==> src/rtl/xbar_pkg.sv <==
// xbar_pkg: types and constants shared by the crossbar, the ser serializer
// and the deser_rx receiver.
//   packet        : 16-bit crossbar packet (dst/src/payload)
//   rx_state_t    : receiver framing FSM states
//   SER_START_BIT : line level of a frame start bit
//   SER_STOP_BIT  : line level of a frame stop bit
package xbar_pkg;

  typedef struct packed {
    logic [3:0] dst;
    logic [3:0] src;
    logic [7:0] payload;
  } packet;

  typedef enum logic [1:0] {
    IDLE   = 2'd0,
    DATA   = 2'd1,
    PARITY = 2'd2,
    STOP   = 2'd3
  } rx_state_t;

  localparam logic SER_START_BIT = 1'b1;
  localparam logic SER_STOP_BIT  = 1'b0;

endpackage

==> src/rtl/deser_fifo.sv <==
// deser_fifo: small receive FIFO with first-word fall-through read head.
//   clk, rst : clock, asynchronous active-low reset
//   push/din : write request and data; accepted when not full or when a
//              pop happens on the same edge
//   full     : all DEPTH entries occupied
//   pop      : consume head; ignored while !valid
//   dout     : head entry (zero while empty), stable until popped
//   valid    : FIFO holds at least one entry
module deser_fifo #(
  parameter int WIDTH = 16,
  parameter int DEPTH = 4
) (
  input  logic             clk,
  input  logic             rst,
  input  logic             push,
  input  logic [WIDTH-1:0] din,
  output logic             full,
  input  logic             pop,
  output logic [WIDTH-1:0] dout,
  output logic             valid
);

  localparam int AW = $clog2(DEPTH);

  // One extra pointer bit distinguishes full from empty when the
  // index bits are equal; pointers simply wrap.
  logic [AW:0]      wr_ptr;
  logic [AW:0]      rd_ptr;
  logic [WIDTH-1:0] mem [DEPTH];

  logic pop_ok;
  logic push_ok;

  assign valid   = (wr_ptr != rd_ptr);
  assign full    = (wr_ptr[AW] != rd_ptr[AW]) && (wr_ptr[AW-1:0] == rd_ptr[AW-1:0]);
  assign pop_ok  = pop && valid;
  // When full, a same-edge pop frees the slot the write lands in.
  assign push_ok = push && (!full || pop_ok);
  assign dout    = valid ? mem[rd_ptr[AW-1:0]] : '0;

  always_ff @(posedge clk or negedge rst) begin
    if (!rst) begin
      wr_ptr <= '0;
      rd_ptr <= '0;
    end else begin
      if (push_ok) wr_ptr <= wr_ptr + 1'b1;
      if (pop_ok)  rd_ptr <= rd_ptr + 1'b1;
    end
  end

  // NOTE: storage is deliberately not reset; the pointers define which
  // entries are meaningful and dout is masked while empty.
  always_ff @(posedge clk) begin
    if (push_ok) mem[wr_ptr[AW-1:0]] <= din;
  end

endmodule

==> src/rtl/deser_rx.sv <==
// deser_rx: per-port serial receiver, the inverse of the ser serializer.
// Frame, one bit per bit_en strobe: start (1), PKT_W data bits LSB first,
// [even parity bit], stop (0). Good frames are pushed into a FIFO and
// presented on a valid/ready interface.
// Optional feature macro: DESER_PARITY_CHECK_EN adds the parity bit.
//   clk, rst   : clock, asynchronous active-low reset
//   bit_en     : one-cycle bit-sample strobe
//   serial_in  : serial line, idles at 0
//   pkt_out    : head-of-FIFO packet
//   pkt_valid  : pkt_out valid
//   pkt_ready  : consumer accepts pkt_out when valid && ready
//   frame_err  : one-cycle pulse after a frame is dropped for bad stop/parity
//   ovf_cnt    : saturating count of packets dropped on a full FIFO
//   ferr_cnt   : saturating count of framing errors
module deser_rx
  import xbar_pkg::*;
#(
  parameter int PKT_W      = $bits(packet),
  parameter int FIFO_DEPTH = 4,
  parameter int CNT_W      = 8
) (
  input  logic             clk,
  input  logic             rst,
  input  logic             bit_en,
  input  logic             serial_in,
  output logic [PKT_W-1:0] pkt_out,
  output logic             pkt_valid,
  input  logic             pkt_ready,
  output logic             frame_err,
  output logic [CNT_W-1:0] ovf_cnt,
  output logic [CNT_W-1:0] ferr_cnt
);

  localparam int BW = $clog2(PKT_W);

  rx_state_t        state;
  logic [BW-1:0]    bit_cnt;
  logic [PKT_W-1:0] shift_q;

  logic stop_edge;
  logic stop_ok;
  logic push_req;
  logic fifo_full;

`ifdef DESER_PARITY_CHECK_EN
  logic par_err;
  assign stop_ok = (serial_in == SER_STOP_BIT) && !par_err;
`else
  assign stop_ok = (serial_in == SER_STOP_BIT);
`endif

  assign stop_edge = bit_en && (state == STOP);
  assign push_req  = stop_edge && stop_ok;

  // NOTE: all sequential state uses non-blocking assignments so every
  // register samples values from before the edge.
  always_ff @(posedge clk or negedge rst) begin
    if (!rst) begin
      state   <= IDLE;
      bit_cnt <= '0;
      shift_q <= '0;
`ifdef DESER_PARITY_CHECK_EN
      par_err <= 1'b0;
`endif
    end else if (bit_en) begin
      case (state)
        IDLE: begin
          if (serial_in == SER_START_BIT) begin
            state   <= DATA;
            bit_cnt <= '0;
          end
        end
        DATA: begin
          shift_q[bit_cnt] <= serial_in;
          bit_cnt          <= bit_cnt + 1'b1;
          if (bit_cnt == BW'(PKT_W - 1)) begin
`ifdef DESER_PARITY_CHECK_EN
            state <= PARITY;
`else
            state <= STOP;
`endif
          end
        end
`ifdef DESER_PARITY_CHECK_EN
        PARITY: begin
          // Even parity: data bits plus parity bit must XOR to zero.
          par_err <= (^shift_q) ^ serial_in;
          state   <= STOP;
        end
`endif
        // A bad stop bit also returns to IDLE; that 1 is never a start bit.
        STOP:    state <= IDLE;
        default: state <= IDLE;
      endcase
    end
  end

  always_ff @(posedge clk or negedge rst) begin
    if (!rst) begin
      frame_err <= 1'b0;
      ferr_cnt  <= '0;
      ovf_cnt   <= '0;
    end else begin
      frame_err <= stop_edge && !stop_ok;
      if (stop_edge && !stop_ok && (ferr_cnt != '1))
        ferr_cnt <= ferr_cnt + 1'b1;
      if (push_req && fifo_full && !(pkt_ready && pkt_valid) && (ovf_cnt != '1))
        ovf_cnt <= ovf_cnt + 1'b1;
    end
  end

  deser_fifo #(
    .WIDTH (PKT_W),
    .DEPTH (FIFO_DEPTH)
  ) u_fifo (
    .clk   (clk),
    .rst   (rst),
    .push  (push_req),
    .din   (shift_q),
    .full  (fifo_full),
    .pop   (pkt_ready),
    .dout  (pkt_out),
    .valid (pkt_valid)
  );

endmodule

==> config.mk <==
export PLATFORM = sky130hd
export DESIGN_NAME = deser_rx
export DESIGN_NICKNAME = d
export VERILOG_FILES = /design/src/rtl/xbar_pkg.sv /design/src/rtl/deser_fifo.sv /design/src/rtl/deser_rx.sv
export SDC_FILE = /design/constraint.sdc
export NUM_CORES = 1
export LEC_CHECK = 0
export CAP_MARGIN = 10
export CELL_PAD_IN_SITES_DETAIL_PLACEMENT = 1
export CELL_PAD_IN_SITES_GLOBAL_PLACEMENT = 2
export CORE_MARGIN = 4
export CORE_UTILIZATION = 45
export CTS_CLUSTER_DIAMETER = 150
export DETAILED_ROUTE_END_ITERATION = 12
export PLACE_DENSITY_LB_ADDON = 0.2
export RECOVER_POWER = 100
export SYNTH_ARGS = -nofsm -noshare
export SYNTH_HDL_FRONTEND = slang
export SYNTH_HIERARCHICAL = 1
export SYNTH_SLANG_ARGS = --single-unit
==> constraint.sdc <==
create_clock -name clk -period 5.3 [get_ports clk]
set_clock_uncertainty 0.15 [all_clocks]
set_input_delay 0.795 -clock clk [delete_from_list [all_inputs] [get_ports clk]]
set_output_delay 0.795 -clock clk [all_outputs]
set_load 0.02 [all_outputs]
# Yosys cells after proc, flatten, opt, wreduce, memory -nomap -nowiden
# Memory sizes are Yosys's and may differ from the RTL's.
# Cells that the tools add are included.
dict set report word_totals {
  regBits 45
  memories 1
  mem_bits_rw 64
  word_cells 57
  inputBits 5
}
# memory depth width rd rd_clocked_by_memory_dff wr line
set mem_list {}
lappend mem_list {u_fifo.mem 4 16 1 0 1 deser_fifo.sv:29} ;# logic [WIDTH-1:0] mem [DEPTH];
dict set report op_classes {
  eq_ne 10
  muxes 11
  addsub 5
  n_reduce_logical 19
  bitwise_logic 1
  n_lt_le_gt_ge 2
}
# cell n
set ops {}
lappend ops {{adder 8 x 1 -> 8 bit, second input constant} 2}
lappend ops {{bitwise mux 16 bit} 1}
lappend ops {{2-to-1 mux 16 bit} 1}
lappend ops {{!= test 8 bit, second input constant} 2}
lappend ops {{logical AND 1 bit} 11}
lappend ops {{one-hot mux 4 bit (2 select lines)} 1}
lappend ops {{adder 3 x 1 -> 3 bit, second input constant} 2}
lappend ops {{AND reduction 3 bit} 2}
lappend ops {{< comparator 4 x 5 -> 1 bit, second input constant} 1}
lappend ops {{adder 4 x 1 -> 4 bit, second input constant} 1}
lappend ops {{demux 1 bit (select 4 bit)} 1}
lappend ops {{equality test 4 bit, second input constant} 1}
lappend ops {{>= comparator 4 x 1 -> 1 bit, second input constant} 1}
lappend ops {{2-to-1 mux 2 bit} 2}
lappend ops {{2-to-1 mux 4 bit} 1}
lappend ops {{!= test 2 bit, second input constant} 2}
lappend ops {{one-hot mux 2 bit (2 select lines)} 1}
lappend ops {{2-to-1 mux 1 bit} 3}
lappend ops {{!= test 3 bit} 1}
lappend ops {{equality test 2 x 1 -> 1 bit, second input constant} 1}
lappend ops {{equality test 2 bit} 1}
lappend ops {{equality test 2 bit, second input constant} 1}
lappend ops {{zero test 1 bit} 2}
lappend ops {{zero test 2 bit} 1}
lappend ops {{5 further kinds} 5}

# Depth between registers and ports, before layout
# Gate-level depths: netlist of run 1.
dict set report logic_depth {
  ltp_word 7
  mapped_depth 9
  mapped_depth_nobuf 7
}

# Hierarchy
# Netlist of run 1, hierarchy kept.
# mod n_inst cells_each seq_area_each_um2 area_per_inst_um2
set modules_own_cells {}
lappend modules_own_cells {deser_fifo 1 137 2072.0 2864.0}
lappend modules_own_cells {deser_rx 1 162 975.9 1855.5}

# Least setup slack after synthesis of run 1
# OpenSTA, ideal clock, no wires.
dict set report synth_path {
  path_type {reg-to-reg}
  start {register u_fifo.rd_ptr[1]}
  end {register ovf_cnt[1]}
  t_arrival_ps 2196
  path_stages_with_launch 10
  setup_ps 125
  setup_slack_ps 2829
  period_less_slack_ps 2471
  required_ps 5025
  cell_sequence {dfrtp_1 buf_6 xor2_4 nor3_4 buf_2 inv_1 a21boi_0 nand2_1 nor2_2 mux2_4}
}
dict set report synth_via {
  elab_chain_cells 5
  word_cells_on_any_way 8
  classes_between {eq/ne: 2; reduce/logical: 6}
}
# element line
set synth_rtl {}
lappend synth_rtl {{start, declared} deser_fifo.sv:28} ;# logic [AW:0] rd_ptr;
lappend synth_rtl {{start signal, assigned} deser_fifo.sv:47} ;# if (pop_ok) rd_ptr <= rd_ptr + 1'b1;
lappend synth_rtl {{!= test 3 bit} deser_fifo.sv:34} ;# assign valid = (wr_ptr != rd_ptr);
lappend synth_rtl {{named net pkt_valid} deser_rx.sv:27} ;# output logic pkt_valid,
lappend synth_rtl {{logical AND 1 bit} deser_rx.sv:107} ;# if (push_req && fifo_full && !(pkt_ready && pkt_valid) && (ovf_cnt != '1))
lappend synth_rtl {{zero test 1 bit} deser_rx.sv:107}
lappend synth_rtl {{logical AND 1 bit (2 in series)} deser_rx.sv:107}
lappend synth_rtl {{end signal, assigned} deser_rx.sv:108} ;# ovf_cnt <= ovf_cnt + 1'b1;
lappend synth_rtl {{end, declared} deser_rx.sv:30} ;# output logic [CNT_W-1:0] ovf_cnt,
# The timed path passes the listed nets, and every way through them passes these cells.
# A chain may end at the register's enable or synchronous reset.

# Worst setup path in the final report of run 1
dict set report layout_path {
  start {register u_fifo.rd_ptr[1]}
  end {output port pkt_out[0]}
}
dict set report layout_via {
  elab_chain_cells 2
  word_cells_on_any_way 3
  classes_between {eq/ne: 1; mux: 1; memory: 1}
}
# element line
set layout_rtl {}
lappend layout_rtl {{memory read (4 x 16 bit) / != test 3 bit (equally long branches)} -}
lappend layout_rtl {{2-to-1 mux 16 bit (*)} deser_fifo.sv:39} ;# assign dout = valid ? mem[rd_ptr[AW-1:0]] : '0;
lappend layout_rtl {{end, declared} deser_rx.sv:26} ;# output logic [PKT_W-1:0] pkt_out,
# Mark *: on every way between the ends. The rest lies on a longest branch, timed or not.

==> out/summary.log, run 1 <==
[outcome] violated checks max-capacitance violations, max-slew violations
[route] detail-routed net length per standard cell 17.8 um
[worst_setup_path] endpoint kind of the worst setup timing path output port
[worst_setup_path] endpoint of the worst register-to-register path ovf_cnt[1]
[floorplanning] vertical die dimension 110 um
[worst_setup_path] startpoint of the worst-slack reg-to-reg timing path u_fifo/rd_ptr[1]
[place] number of input and output port buffers inserted 38
[yosys] library cells used by synthesis 47
[yosys] Main synth FF type sky130_fd_sc_hd__edfxtp_1
[worst_setup_path] CP Launch Type flop
[sta] actual transition at the worst max-transition pin 2.51 ns
[place] final HPWL from detailed placement 5570 um
[worst_setup_path] maximum cell stage delay along the critical path 0.92 ns
[cts] number of clock sinks 109
[cts] Hold Buf Count CTS 0
[route] total DRC errors in the routed layout 0
[sta] fin crit period 4.08 ns
[route] count of vias placed by the detailed router 2548
[place] last weighted congestion value of the routability-driven placer 0.732
[global_route] vias in the first global route 2689
[worst_setup_path] critical-path cell with the highest stage delay sky130_fd_sc_hd__dfrtp_1
[layout] number of inserted diodes 0
[worst_hold_path] start point of the worst min-delay path ferr_cnt[7]
[yosys] number of nets in the synthesized netlist 315
[pwr] largest vdd supply drop 0.255 mV
[route] remaining antenna violation count 0
[yosys] count of mapped cells out of synthesis 299
[yosys] count of warnings emitted by yosys 6
[worst_setup_path] worst reg-to-reg setup slack 1.64 ns
[layout] proportion of layout cells with a drive suffix above 1 17.1%
[yosys] cell type with the largest total area after synthesis sky130_fd_sc_hd__edfxtp_1
[sta] setup violation total in the final timing report 0
[global_route] total congestion overflow 0
[yosys] async set-reset flop share out of synthesis 41.3%
[sta] Fmax 245 MHz
[worst_hold_path] sink of the worst hold path ferr_cnt[7]
[layout] Post-Route Utilization 52.7%
[global_route] total global-route track usage 15.1%
[pwr] reported leakage power 2.15 nW
[sta] count of pins over their slew limit 46
[worst_setup_path] number of buffer and inverter stages on the critical path 1
[outcome] status complete, but fails checks
[global_route] met2 Track Usage GR 24.0%
[sta] fin worst setup slack 1.22 ns
[sta] unrepaired setup endpoints after global routing no
[layout] top library cells by usage in the layout, fill and taps aside sky130_fd_sc_hd__edfxtp_1 (64), sky130_fd_sc_hd__dfrtp_1 (45), sky130_fd_sc_hd__dlygate4sd3_1 (36), sky130_fd_sc_hd__mux2_2 (21), sky130_fd_sc_hd__nor2_1 (18)
[cts] number of clock buffers inserted by TritonCTS 9
[route] initial drt markers 154
[layout] Filler cells 1019
[yosys] post-synth design cell area 4720 sq um
[route] Post-Route WL 8550 um
[pwr] cell area power density 519 nW/um^2
[layout] area growth from synthesis to layout 14.8%
[cts] TritonCTS clock tree done
[cts] H-Tree Level Count 3
[layout] most common cell after layout, fill and taps aside sky130_fd_sc_hd__edfxtp_1
[yosys] post-synthesis average cell area 15.8 sq um
[cts] Post-CTS Setup Bufs 0
[place] Setup Slack @ Placement 1.75 ns
[cts] PostCTS Resize Cnt 0
[floorplanning] number of core rows 37
[worst_setup_path] signal arrival time at the worst endpoint 3.14 ns
[route] drt first pass iters 4
[yosys] top cells by area in the synthesized netlist sky130_fd_sc_hd__edfxtp_1 (41%), sky130_fd_sc_hd__dfrtp_1 (24%), sky130_fd_sc_hd__mux4_2 (7.6%)
[global_route] fraction of met1 tracks used by global routing 20.9%
[flow_run] MaxCap Viol Count 1
[cts] worst skew pair latency 0.36 ns
[sta] slew margin rel. -67.0%
[sta] setup_tns 0 ns
[layout] number of nets in the final layout 356
[floorplanning] DIE AREA 12200 sq um
[global_route] gr busiest metal met2
[yosys] post-synthesis sequential area ratio 64.6%
[worst_setup_path] number of cells traversed by the worst register-to-register path 7
[worst_hold_path] cell count of the worst hold path 1
[worst_setup_path] critical-path cell list xor2_1 -> nor3_4 -> nor2b_1 -> dlygate4sd3_1
[floorplanning] placeable core region 10300 sq um
[cts] clock-pin slew on the worst setup and hold paths 0.10 ns
[global_route] antenna violations before repair 0
[global_route] first-pass GRT wire length 14500 um
[route] vias per cell 5.30
[yosys] count of state elements after synthesis 109
[floorplanning] effective utilization at floorplan 45.9%
[yosys] share of the synthesized area in the top cell type 40.7%
[yosys] number of flops mapped to enable cells by yosys 64
[cts] library cell used as clock root buffer sky130_fd_sc_hd__clkbuf_8
[sta] final cycle utilization of the critical path 77.0%
[global_route] met3 usage in global routing 2.19%
[worst_setup_path] Worst Path Max Fanout 19
[floorplanning] I/O pin total 39
[cts] maximum number of buffers from clock root to sink 2
[floorplanning] Die X-Extent 110 um
[worst_setup_path] cell family with most CP delay flip-flops
[global_route] largest net degree at the start of global routing 46
[worst_hold_path] min-delay worst type flop to flop
[sta] number of failing hold endpoints at the final stage 0
[worst_setup_path] path type of the worst setup path flop to output port
[worst_setup_path] Req. time, crit path 4.36 ns
## power breakdown
group / internal [W] / switching [W] / total [W]
Sequential: 0.00108 / 0.000184 / 0.00127
Combinational: 0.000439 / 0.000467 / 0.000906
Clock: 0.000360 / 0.000278 / 0.000638
## layout make-up
class,count,area (sq um),area share [%]
inverters,10,37.5,0.693
clock buffers,9,124,2.29
repair buffers,40,387,7.13
flip-flops and latches,109,3050,56.2
well taps,136,170,3.14
clock inverters,7,138,2.54
multi-input cells,170,1520,28.0
## metrics by stage
step	hold slack [ns]	std cells	power (W)	area (sq um)
final	0.361	481	0.00281	5420
after global routing	0.381	481	0.00299	5420
after CTS	0.371	481	0.00292	5480
after detailed placement	0.346	465	0.00228	5220
after global placement	0.341	465	0.00225	5220
after floorplan	0.322	299	0.00191	4720
## registers in the layout, summed over array words and instances, names as in the netlist, 2 cells and up
name / count
shift_q: 16
u_fifo/mem: 64
u_fifo/wr_ptr: 3
state: 2
u_fifo/rd_ptr: 3
ferr_cnt: 8
bit_cnt: 4
ovf_cnt: 8
## cells by family after synthesis
kind of cell	synth area share (%)
adders and majority gates	2.92
DFF	64.6
AOI/OAI and AO/OA	3.13
and+or+nand+nor	10.2
muxes	13.1
buffers and inverters	2.15
xor gates and xnor gates	3.90
## worst max-delay path by stage
stage	from	to	slack, ns	cells past startpoint
4_1_cts	u_fifo/rd_ptr[1]	pkt_out[1]	1.34	4
5_1_grt	u_fifo/rd_ptr[1]	pkt_out[1]	0.95	4
3_5_place_dp	u_fifo/rd_ptr[1]	pkt_out[1]	1.75	4
3_3_place_gp	u_fifo/rd_ptr[1]	pkt_out[0]	1.78	4
6_report	u_fifo/rd_ptr[1]	pkt_out[0]	1.22	4
2_1_floorplan	u_fifo/rd_ptr[1]	ovf_cnt[1]	2.83	9
## cell usage after synthesis, drive strengths merged, types with 3 or more instances
cell type	n
a22o	3
nor2b	17
mux4	16
nand3	6
buf	8
and4	4
nand2	16
nor3	9
a21oi	3
o21ai	4
mux2	21
ha	11
xor2	12
edfxtp	64
nor2	18
dfrtp	45
and3	3
xnor2	6
inv	10
## metal layers
layer	vias up	wire length, um	part of all wire [%]
met5	-	0	0
met4	0	156	1.8
met3	12	208	2.4
met2	40	4130	48
met1	1311	4050	47
li1	1185	-	-
No activity file was read; power rests on OpenSTA's default activity.
==> run 2: changes to the inputs <==
- CORE_UTILIZATION: 45 -> 42
- clock period: 5.3 -> 4.1 ns (I/O delays scaled with it)
==> run 2 against run 1 <==
The flow now finishes without violations. Critical path depth grew 1. Global-route usage grew 0.28 points. Non-clock buffer count grew 6. Sequential share of layout area shrank 0.74 points. Largest cell class unchanged.
==> out/summary.log, run 2 (synthesized netlist as in run 1, its figures left out) <==
[outcome] status completed
[floorplanning] number of core rows 38
[route] Post-Route WL 9040 um
[layout] most common cell after layout, fill and taps aside sky130_fd_sc_hd__edfxtp_1
[cts] library cell used as clock root buffer sky130_fd_sc_hd__clkbuf_16
[global_route] antenna violations before repair 0
[sta] final cycle utilization of the critical path 85.8%
[global_route] total congestion overflow 0
[cts] number of clock sinks 109
[cts] number of clock buffers inserted by TritonCTS 9
[layout] proportion of layout cells with a drive suffix above 1 16.6%
[pwr] cell area power density 674 nW/um^2
[sta] fin worst setup slack 0.584 ns
[cts] PostCTS Resize Cnt 0
[floorplanning] placeable core region 10900 sq um
[sta] actual transition at the worst max-transition pin 1.43 ns
[worst_setup_path] path type of the worst setup path flop to output port
[floorplanning] Die X-Extent 114 um
[sta] Min Hold Slack 0.349 ns
[sta] slew margin rel. 4.64%
[cts] worst skew pair latency 0.34 ns
[place] last weighted congestion value of the routability-driven placer 0.752
[pwr] Sw Share 33.5%
[worst_hold_path] cell count of the worst hold path 1
[pwr] reported leakage power 2.17 nW
[pwr] cell-internal power 0.00246 W
[route] vias per cell 5.19
[global_route] largest net degree at the start of global routing 25
[worst_setup_path] number of cells traversed by the worst register-to-register path 4
[layout] top library cells by usage in the layout, fill and taps aside sky130_fd_sc_hd__edfxtp_1 (64), sky130_fd_sc_hd__dfrtp_1 (45), sky130_fd_sc_hd__dlygate4sd3_1 (36), sky130_fd_sc_hd__mux2_2 (20), sky130_fd_sc_hd__nor2_1 (18)
[cts] H-Tree Level Count 3
[cts] Post-CTS Setup Bufs 0
[route] initial drt markers 130
[global_route] vias in the first global route 2765
[flow_run] MaxCap Viol Count 0
[route] total DRC errors in the routed layout 0
[pwr] clock network power share 23.1%
[worst_setup_path] signal arrival time at the worst endpoint 2.75 ns
[cts] Hold Buf Count CTS 0
[global_route] total global-route track usage 15.4%
[sta] count of pins over their slew limit 0
[floorplanning] DIE AREA 13000 sq um
[sta] fin crit period 3.52 ns
[route] drt first pass iters 4
[sta] Fmax 284 MHz
[worst_hold_path] min-delay worst type flop to flop
[route] detail-routed net length per standard cell 18.5 um
[worst_setup_path] CP Launch Type flop
[pwr] largest vdd supply drop 0.342 mV
[worst_setup_path] endpoint kind of the worst setup timing path output port
[pwr] logic gate share of total power 32.6%
[layout] area growth from synthesis to layout 16.4%
[floorplanning] I/O pin total 39
[worst_setup_path] Req. time, crit path 3.34 ns
[place] Setup Slack @ Placement 0.990 ns
[sta] number of failing hold endpoints at the final stage 0
[place] number of input and output port buffers inserted 38
[sta] unrepaired setup endpoints after global routing no
[place] final HPWL from detailed placement 6040 um
[pwr] switching power of the nets 0.00124 W
[cts] clock-pin slew on the worst setup and hold paths 0.07 ns
[route] count of vias placed by the detailed router 2545
[cts] maximum number of buffers from clock root to sink 2
[floorplanning] vertical die dimension 114 um
[layout] number of nets in the final layout 362
[worst_setup_path] Worst Path Max Fanout 16
[pwr] share of total power in sequential cells 44.4%
[layout] Largest register FFs 64
[floorplanning] effective utilization at floorplan 43.2%
[sta] setup_tns 0 ns
[layout] number of inserted diodes 0
[global_route] first-pass GRT wire length 15100 um
[route] remaining antenna violation count 0
[sta] setup violation total in the final timing report 0
[cts] TritonCTS clock tree done
-- run 2: changes by cell type in the layout (fill, tap and decap cells not counted), moves of 2 or more --
cell                        previous run  this run
sky130_fd_sc_hd__buf_4                 1         3
sky130_fd_sc_hd__bufinv_16             4         1
sky130_fd_sc_hd__clkbuf_1              1         7
sky130_fd_sc_hd__clkbuf_16             0         9
sky130_fd_sc_hd__clkbuf_8              9         0
-- run 2: path summary, 6_finish.rpt --
path                                       start  slack (ns)                end
max in group asynchronous                    rst        1.47         shift_q[5]
worst max register to register  u_fifo/rd_ptr[0]        1.09  u_fifo/mem[0][14]
worst min-delay path                 ferr_cnt[7]        0.35        ferr_cnt[7]
min in group asynchronous                    rst        0.41   u_fifo/rd_ptr[0]
worst min register to register       ferr_cnt[7]        0.35        ferr_cnt[7]
worst max-delay path            u_fifo/rd_ptr[0]        0.58         pkt_out[0]
-- run 2: power by group through the flow --
stage / registers (W) / logic (W) / clock network [W]
3_5_place_dp: 0.00167 / 0.00130 / 0
5_1_grt: 0.00168 / 0.00133 / 0.000936
6_report: 0.00164 / 0.00120 / 0.000854
2_1_floorplan: 0.00157 / 0.000907 / 0
3_3_place_gp: 0.00165 / 0.00127 / 0
4_1_cts: 0.00165 / 0.00131 / 0.000883
-- run 2: through the flow --
| step | power (W) | instances | util [%] | cell area [sq um] |
|---|---|---|---|---|
| after detailed placement | 0.00298 | 475 | 48.2 | 5270 |
| after floorplan | 0.00247 | 299 | - | 4720 |
| after global routing | 0.00395 | 490 | 50.2 | 5490 |
| final | 0.00370 | 490 | 50.2 | 5490 |
| after global placement | 0.00293 | 475 | 48.2 | 5270 |
| after CTS | 0.00384 | 490 | 50.8 | 5560 |
-- run 2: worst max-delay path, stage by stage (launching register included) --
cell,delay [ns]
sky130_fd_sc_hd__dfrtp_1,0.69
sky130_fd_sc_hd__xor2_1,0.60
sky130_fd_sc_hd__nor3_4,0.05
sky130_fd_sc_hd__buf_4,0.22
sky130_fd_sc_hd__nor2b_1,0.15
sky130_fd_sc_hd__dlygate4sd3_1,0.69
-- run 2: layer usage --
metal	GRT usage (%)	routed length, um
met2	23.1	4210
met5	0	0
met3	3.98	292
met4	4.75	130
met1	22.0	4410
-- run 2: area by class of cell --
class	count	area, sq um
Sequential cell	109	3050
Tap cell	140	175
Multi-Input combinational cell	170	1530
Inverter	10	37.5
Clock inverter	5	60.1
Timing Repair Buffer	46	415
Fill cell	1089	5440
Clock buffer	10	229
